$ cat src/rtl/if_id_skid_if.sv
// Handshake bundle between fetch, the IF/ID skid queue and decode.
// Signal names keep the stage's _i/_o view so both sides read the same way.
interface if_id_skid_if #(
  parameter int unsigned ADDR_W = 32,
  parameter int unsigned INST_W = 32,
  parameter int unsigned DEPTH  = 2
);
  localparam int unsigned CNT_W = $clog2(DEPTH + 1);

  logic              in_valid_i;
  logic              in_ready_o;
  logic [ADDR_W-1:0] pc_i;
  logic [INST_W-1:0] inst_i;
  logic              flush_i;
  logic              out_valid_o;
  logic              out_ready_i;
  logic [ADDR_W-1:0] pc_o;
  logic [INST_W-1:0] inst_o;
  logic [CNT_W-1:0]  count_o;

  // Environment side: fetch, branch unit and decode.
  modport master (
    output in_valid_i, pc_i, inst_i, flush_i, out_ready_i,
    input  in_ready_o, out_valid_o, pc_o, inst_o, count_o
  );

  // The queue itself.
  modport slave (
    input  in_valid_i, pc_i, inst_i, flush_i, out_ready_i,
    output in_ready_o, out_valid_o, pc_o, inst_o, count_o
  );
endinterface

$ cat src/rtl/if_id_skid.sv
// IF/ID decoupling queue: DEPTH-entry in-order FIFO of {pc, inst} with branch flush.
// Presents a NOP bubble carrying the last pushed / redirect PC whenever empty.
module if_id_skid #(
  parameter int unsigned       ADDR_W   = 32,
  parameter int unsigned       INST_W   = 32,
  parameter int unsigned       DEPTH    = 2,
  parameter logic [INST_W-1:0] NOP_INST = INST_W'(32'h0000_0013)
) (
  input logic         clk,
  input logic         rst,
  if_id_skid_if.slave bus
);
  localparam int unsigned PtrW = (DEPTH > 1) ? $clog2(DEPTH) : 1;
  localparam int unsigned CntW = $clog2(DEPTH + 1);
  localparam int unsigned EntW = ADDR_W + INST_W;

  logic [EntW-1:0]   mem_q [DEPTH];
  logic [PtrW-1:0]   wr_ptr_q, wr_ptr_d;
  logic [PtrW-1:0]   rd_ptr_q, rd_ptr_d;
  logic [CntW-1:0]   count_q, count_d;
  logic [ADDR_W-1:0] last_pc_q, last_pc_d;
  logic [EntW-1:0]   head;
  logic              full, empty, push, pop;

  function automatic logic [PtrW-1:0] ptr_inc(input logic [PtrW-1:0] p);
    return (p == PtrW'(DEPTH - 1)) ? '0 : p + PtrW'(1);
  endfunction

  assign full  = (count_q == CntW'(DEPTH));
  assign empty = (count_q == '0);
  // Both handshakes look only at registered count; no out_ready -> in_ready path.
  assign push  = bus.in_valid_i && !full && !bus.flush_i;
  assign pop   = !empty && bus.out_ready_i && !bus.flush_i;

  always_comb begin
    wr_ptr_d  = wr_ptr_q;
    rd_ptr_d  = rd_ptr_q;
    count_d   = count_q;
    last_pc_d = last_pc_q;
    if (bus.flush_i) begin
      wr_ptr_d  = '0;
      rd_ptr_d  = '0;
      count_d   = '0;
      last_pc_d = bus.pc_i;
    end else begin
      if (push) begin
        wr_ptr_d  = ptr_inc(wr_ptr_q);
        last_pc_d = bus.pc_i;
      end
      if (pop) begin
        rd_ptr_d = ptr_inc(rd_ptr_q);
      end
      if (push && !pop) begin
        count_d = count_q + CntW'(1);
      end else if (pop && !push) begin
        count_d = count_q - CntW'(1);
      end
    end
  end

  always_ff @(posedge clk or negedge rst) begin
    if (!rst) begin
      wr_ptr_q  <= '0;
      rd_ptr_q  <= '0;
      count_q   <= '0;
      last_pc_q <= '0;
    end else begin
      wr_ptr_q  <= wr_ptr_d;
      rd_ptr_q  <= rd_ptr_d;
      count_q   <= count_d;
      last_pc_q <= last_pc_d;
    end
  end

  // Slot contents survive flush and reset; validity is tracked by count alone.
  always_ff @(posedge clk) begin
    if (push) begin
      mem_q[wr_ptr_q] <= {bus.pc_i, bus.inst_i};
    end
  end

  assign head            = mem_q[rd_ptr_q];
  assign bus.in_ready_o  = !full && rst;
  assign bus.out_valid_o = !empty;
  assign bus.pc_o        = empty ? last_pc_q : head[EntW-1:INST_W];
  assign bus.inst_o      = empty ? NOP_INST : head[INST_W-1:0];
  assign bus.count_o     = count_q;
endmodule

$ cat src/flat_wrapper.sv
// flat-port wrapper written by rule: the top's interface ports become plain ports
module if_id_skid_flat 
#(
  parameter int unsigned       ADDR_W   = 32,
  parameter int unsigned       INST_W   = 32,
  parameter int unsigned       DEPTH    = 2,
  parameter logic [INST_W-1:0] NOP_INST = INST_W'(32'h0000_0013)
)
  (clk, rst, bus_in_valid_i, bus_pc_i, bus_inst_i, bus_flush_i, bus_out_ready_i, bus_in_ready_o, bus_out_valid_o, bus_pc_o, bus_inst_o, bus_count_o);
  if_id_skid_if #(.ADDR_W(ADDR_W), .INST_W(INST_W), .DEPTH(DEPTH)) bus_i ();
  input logic clk;
  input logic rst;
  input wire logic [$bits(bus_i.in_valid_i)-1:0] bus_in_valid_i;
  input wire logic [$bits(bus_i.pc_i)-1:0] bus_pc_i;
  input wire logic [$bits(bus_i.inst_i)-1:0] bus_inst_i;
  input wire logic [$bits(bus_i.flush_i)-1:0] bus_flush_i;
  input wire logic [$bits(bus_i.out_ready_i)-1:0] bus_out_ready_i;
  output wire logic [$bits(bus_i.in_ready_o)-1:0] bus_in_ready_o;
  output wire logic [$bits(bus_i.out_valid_o)-1:0] bus_out_valid_o;
  output wire logic [$bits(bus_i.pc_o)-1:0] bus_pc_o;
  output wire logic [$bits(bus_i.inst_o)-1:0] bus_inst_o;
  output wire logic [$bits(bus_i.count_o)-1:0] bus_count_o;
  assign bus_i.in_valid_i = bus_in_valid_i;
  assign bus_i.pc_i = bus_pc_i;
  assign bus_i.inst_i = bus_inst_i;
  assign bus_i.flush_i = bus_flush_i;
  assign bus_i.out_ready_i = bus_out_ready_i;
  assign bus_in_ready_o = bus_i.in_ready_o;
  assign bus_out_valid_o = bus_i.out_valid_o;
  assign bus_pc_o = bus_i.pc_o;
  assign bus_inst_o = bus_i.inst_o;
  assign bus_count_o = bus_i.count_o;
  if_id_skid #(.ADDR_W(ADDR_W), .INST_W(INST_W), .DEPTH(DEPTH), .NOP_INST(NOP_INST)) u_core (.clk(clk), .rst(rst), .bus(bus_i));
endmodule
$ cat config.mk
export PLATFORM = sky130hd
export DESIGN_NAME = if_id_skid_flat
export DESIGN_NICKNAME = d
export VERILOG_FILES = /design/src/rtl/if_id_skid_if.sv /design/src/rtl/if_id_skid.sv /design/src/flat_wrapper.sv
export SDC_FILE = /design/constraint.sdc
export NUM_CORES = 1
export LEC_CHECK = 0
export CAP_MARGIN = 20
export CORE_MARGIN = 2
export CORE_UTILIZATION = 46
export DETAILED_ROUTE_END_ITERATION = 8
export PLACE_DENSITY_LB_ADDON = 0.25
export SYNTH_ARGS = -nofsm -noshare
export SYNTH_HDL_FRONTEND = slang
export SYNTH_SLANG_ARGS = --single-unit
$ cat constraint.sdc
create_clock -name clk -period 5.9 [get_ports clk]
set_input_delay 0.59 -clock clk [delete_from_list [all_inputs] [get_ports clk]]
set_output_delay 0.59 -clock clk [all_outputs]
set_load 0.005 [all_outputs]
; Yosys cells after proc, flatten, opt, wreduce, memory -nomap -nowiden
; Memories as Yosys holds them, arrays and structs flattened.
; Cells that the tools add are included.
[word_totals]
word_cells = 41
ram_bits = 128
ff_bits = 36
out_inout_bits = 68
n_memories = 1
[memory_table]
columns = memory, words, word_bits, rd, rd_ports_with_merged_regs, wr, line
row1 = u_core.mem_q, 2, 64, 1, 0, 1, if_id_skid.sv:17  ; logic [EntW-1:0] mem_q [DEPTH];
[classes]
mux = 15
eq_ne = 1
reduce_logical = 16
n_addsub = 4
[op_table]
columns = operator, count
row1 = 2-to-1 mux 32 bit, 4
row2 = 2-to-1 mux 1 bit, 8
row3 = logical AND 1 bit, 7
row4 = 2-to-1 mux 2 bit, 3
row5 = zero test 1 bit, 5
row6 = nonzero test 2 bit, 2
row7 = nonzero test 3 bit, 1
row8 = adder 1 bit (second input constant), 2
row9 = adder 2 x 1 -> 2 bit (second input constant), 1
row10 = == test 2 bit (second input constant), 1
row11 = zero test 2 bit, 1
row12 = subtractor 2 x 1 -> 2 bit (second input constant), 1

; Longest topological paths before layout
[logic_depth]
depth_word = 9
mapped_depth = 5
mapped_depth_nobuf = 3

; Worst setup path after synthesis
; OpenSTA, ideal clock, no wires.
[synth_timing]
kind = flip-flop to flip-flop
start = reg u_core.count_q[0] (netlist: u_core.bus.count_o[0])
end = mem u_core.mem_q[1][0] (netlist bit) (enable)
slack_ps = -63
synth_period_minus_slack_ps = 5963
stages_incl_launch_ff = 4
t_arrival_ps = 5385
path_cell_list = dfrtp_1 nand2b_2 nand2_1 nor3b_1
[synth_between]
elab_chain_cells = 6
[synth_lines]
columns = element, line
row1 = "start, declared", if_id_skid.sv:20  ; logic [CntW-1:0] count_q, count_d;
row2 = "start signal, assigned", if_id_skid.sv:70  ; count_q <= count_d;
row3 = == test 2 bit, if_id_skid.sv:29  ; assign full = (count_q == CntW'(DEPTH));
row4 = zero test 1 bit, if_id_skid.sv:32  ; assign push = bus.in_valid_i && !full && !bus.flush_i;
row5 = logical AND 1 bit (2 in a row), if_id_skid.sv:32
row6 = 2-to-1 mux 1 bit, if_id_skid.sv:77  ; if (push) begin
row7 = 2-to-1 mux 1 bit (not written as such), if_id_skid.sv:78  ; mem_q[wr_ptr_q] <= {bus.pc_i, bus.inst_i};
row8 = "end, declared", if_id_skid.sv:17
; No other way between the ends.

; Final worst setup path
[layout_timing]
start = reg u_core.count_q[0] (netlist: u_core.bus.count_o[0])
end = out bus_inst_o[0]
[layout_between]
elab_chain_cells = 2
[layout_lines]
columns = element, line
row1 = zero test 2 bit, if_id_skid.sv:30  ; assign empty = (count_q == '0);
row2 = 2-to-1 mux 32 bit, if_id_skid.sv:86  ; assign bus.inst_o = empty ? NOP_INST : head[INST_W-1:0];
row3 = "end, declared", flat_wrapper.sv:21  ; output wire logic [$bits(bus_i.inst_o)-1:0] bus_inst_o;
; No other way between the ends.

==> results summary <==
The largest clock skew in the final design came out at approximately 0.0047 ns. At the end of routability-driven placement, the weighted congestion stood at approximately 0.70. For this design, the CTS-stage hold fixing added 0 buffers. The total die area came out at between 0.01 and 0.015 mm^2. In the global route stage, overall resource usage came out at 17.4%. The number of filler instances in the final layout is approximately 1000.

Clock-pin slew was measured on the worst setup and hold paths at 0.06 ns. The area of the core is between 0.01 and 0.015 mm^2. The run finished with clean final reports. The H-tree was split into 4 levels. The critical path required time came out at ~5.3 ns. The beginning of the worst register-to-register path is u_core.bus.count_o[0]. The largest fanout on the critical path came out at 52. In this run, CTS created clock tree buffers numbering 17. The number of max-cap violations came out at 0. The horizontal die dimension came out at 122 um.

The worst IR drop on VDD came out at 0.202 mV. The first global-routing pass estimated between 15 and 20 mm of wire. Traced cell by cell, the critical path runs through nor2_4 -> buf_4 -> inv_1 -> nand2_1 -> clkdlybuf4s50_1. During I/O placement, the number of pins put on the boundary was 137.

For this run, the number of Yosys warnings is 0. For this run, design rule violations remaining after detail routing come to 0. The highest cell delay on the worst timing path came out at about 0.74 ns. The clock latency of the later-clocked register in the worst-skew pair came out at approximately 0.42 ns. The maximum count of clock buffers along a single path came out at 2. After detailed routing, the wire length on met1 is between 5 and 6 mm.

The hold violation total from the final report came out at 0. The synthesis-to-layout area growth came out at 33.2%. Post-CTS timing repair inserted 0 buffers for setup. The number of gates given a new drive strength after cts came out at 0. The pin slew with the least headroom to its limit came out at a little under 0.9 ns.

The largest individual stage delay along the critical path comes from the cell nor2_4. The power density normalized to cell area is between 300 and 400 mW/mm^2. Wires add up to about 12 mm.

At the worst endpoint, the arrival time is 3.05 ns. The total via count after detailed routing came out at 3659. The remaining global-route overflow is 0. The routed wirelength normalized by instance count came out at about 17 um.

The worst setup path is captured at an output pin. The final layout contains 611 nets. The clock tree from TritonCTS is done.

The time the final worst path needs with I/O delays and setup is ~3.6 ns. Yosys mapped the design onto 25 distinct sky130hd cell types. The clock root buffer is clkbuf_16.

Setup violations remaining at the end of the flow were counted as 0. On the final layout, the worst hold slack is around 0.23 ns. The pin count of the biggest net entering global routing is 65. In this run the register-to-register setup slack is between 3 and 4 ns. Counting every net in the synthesized netlist gives 470. Setup repair after global routing left no endpoint under its margin. After routing, the total negative slack on setup checks comes to 0 ns.

The number of global-route vias before repair is between 3000 and 4000. Synthesis inferred approximately 160 register bits. The type of element launching the critical path is a flip-flop. The highest layer touched by signal routing is met4. The path depth of the worst reg2reg path is 4.

The number of max-slew violations in the final report came out at 0. The count of buffers from port buffering came out at approximately 140. The first routing iteration left approximately 270 violations.

The cell count after synthesis came out at 401. The chip height came out at 122 um. The number of antenna cells inserted is 0. The via density per instance came out at 4.98. On the critical path the largest part of the delay comes from buffers and inverters.

The end of the worst register-to-register path is u_core.mem_q[1][63]. The tightest min-delay check is of the input pin to asynchronous set/reset pin type. The number of standard-cell rows in the floorplan is between 40 and 50. The number of buffers and inverters on the critical path is 3.

The part of the cycle the worst path needs came out at roughly three fifths. The sequential area share after synthesis is approximately three quarters. Once detail routing completed, the nets flagged for antenna violations numbered 0.

The relative max-transition margin came out at approximately 40%. The critical path is of the flip-flop to output pin type. The length of the first detailed-routing pass in iterations came out at 4. The count of clock tree sinks came out at approximately 160. Timing would allow up to 0.275 GHz. The number of antenna violations at the first check in global routing came out at 0.

The reported leakage power is between 0.002 and 0.003 uW. The detailed-routed wire length on met2 is just over 6 mm. The critical path launch point is u_core.bus.count_o[0].

The fraction of final layout cells with drive strength greater than 1 is 13.2%. The initial core utilization is around 47%. The mean area per synthesized cell came out at about 16 um^2. The cell area that synthesis handed to floorplanning was 0.00642 mm^2. Summed over all nets, wire length on met3 after detailed routing comes to 708 um.

The post-detailed-placement half-perimeter wirelength came out at about 7.3 mm.
==> how the worst max path moves through the flow <==
stage,to,slack (ns),cells past startpoint
after global routing,bus_inst_o[1],1.97,5
after CTS,bus_inst_o[1],2.21,5
after detailed placement,bus_inst_o[0],2.69,5
after global placement,bus_inst_o[0],2.76,5
after floorplan,u_core.mem_q[0][0],0.27,3
final,bus_inst_o[0],2.26,5
==> cell families (layout without fill, tap and decap cells) <==
family                    after synthesis  count (layout)  synth area share [%]
muxes                                  97              97                  15.7
AOI/OAI and AO/OA                      41              41                  3.45
and+or+nand+nor                        76              76                  4.87
DFF                                   164             164                  73.9
buffers and inverters                  22             176                  1.91
xor gates and xnor gates                1               1                 0.136
==> report_power, final <==
part / leakage, uW / internal, uW / switching [uW]
clock: 0.000281 / 661 / 424
sequential: 0.00160 / 1310 / 33.7
combinational: 0.00110 / 193 / 138
total: 0.00298 / 2160 / 595
==> synthesized netlist by cell type <==
library cell / instances / area share, %
mux2_1: 2 / 0.35
nor3b_1: 2 / 0.23
edfxtp_1: 128 / 60
a21oi_1: 4 / 0.31
a21oi_4: 1 / 0.25
mux2i_1: 65 / 10
nand2_1: 36 / 2.1
dfrtp_1: 36 / 14
and2_1: 1 / 0.097
o211ai_1: 1 / 0.12
nand2b_2: 1 / 0.14
xor2_1: 1 / 0.14
nand3b_1: 1 / 0.12
clkbuf_1: 3 / 0.18
mux2_2: 30 / 5.3
buf_2: 14 / 1.1
or2_2: 1 / 0.097
o21ai_0: 34 / 2.6
nor3_1: 1 / 0.078
or3_1: 1 / 0.097
inv_1: 2 / 0.12
nor2_1: 31 / 1.8
a21o_1: 1 / 0.12
nor2b_1: 1 / 0.097
buf_6: 3 / 0.53
==> cells in the final DEF, fill, tap and decap left out, types with 2 or more instances in the layout <==
cell             Yosys  routed
a21oi_1              4       4
buf_4                0       6
bufinv_16            0       3
clkbuf_16            0      17
clkdlybuf4s50_1      0     135
clkinv_1             0       2
clkinv_2             0       3
clkinv_4             0       2
clkinvlp_4           0       3
dfrtp_1             36      35
edfxtp_1           128     128
inv_1                2       2
mux2_1               2       2
mux2_2              30      30
mux2i_1             65      65
nand2_1             36      36
nor2_1              31      30
o21ai_0             34      34
==> layer usage <==
layer	up-vias	GRT usage (%)
met3	16	4.68
met1	1768	21.0
met5	-	0
li1	1767	-
met4	0	7.54
met2	108	29.3
==> metrics by stage <==
| step | instance area (um^2) | worst slack, ns | total power (uW) | util [%] | instances |
|---|---|---|---|---|---|
| final | 8550 | 2.26 | 2760 | 62.1 | 735 |
| after detailed placement | 7960 | 2.69 | 1700 | 57.8 | 703 |
| after global placement | 7960 | 2.76 | 1690 | 57.8 | 703 |
| after floorplan | 6430 | 0.268 | 1500 | - | 401 |
| after CTS | 8550 | 2.21 | 2790 | 62.1 | 735 |
| after global routing | 8550 | 1.97 | 2870 | 62.1 | 735 |
==> flip-flops by register name, indices dropped and copies added (netlist names) <==
register            cells
u_core.rd_ptr_q         1
u_core.mem_q          128
u_core.last_pc_q       32
u_core.wr_ptr_q         1
u_core.bus.count_o      2
==> layout make-up <==
cell class,instances,area (um^2),area share (%)
timing repair buffer,142,1400,16.4
clock buffer,18,429,5.02
sequential,164,4750,55.5
inverter,2,7.51,0.0878
multi-input combinational,215,1580,18.5
tap,180,225,2.63
clock inverter,14,161,1.89
(Power assumes the default switching activity.)
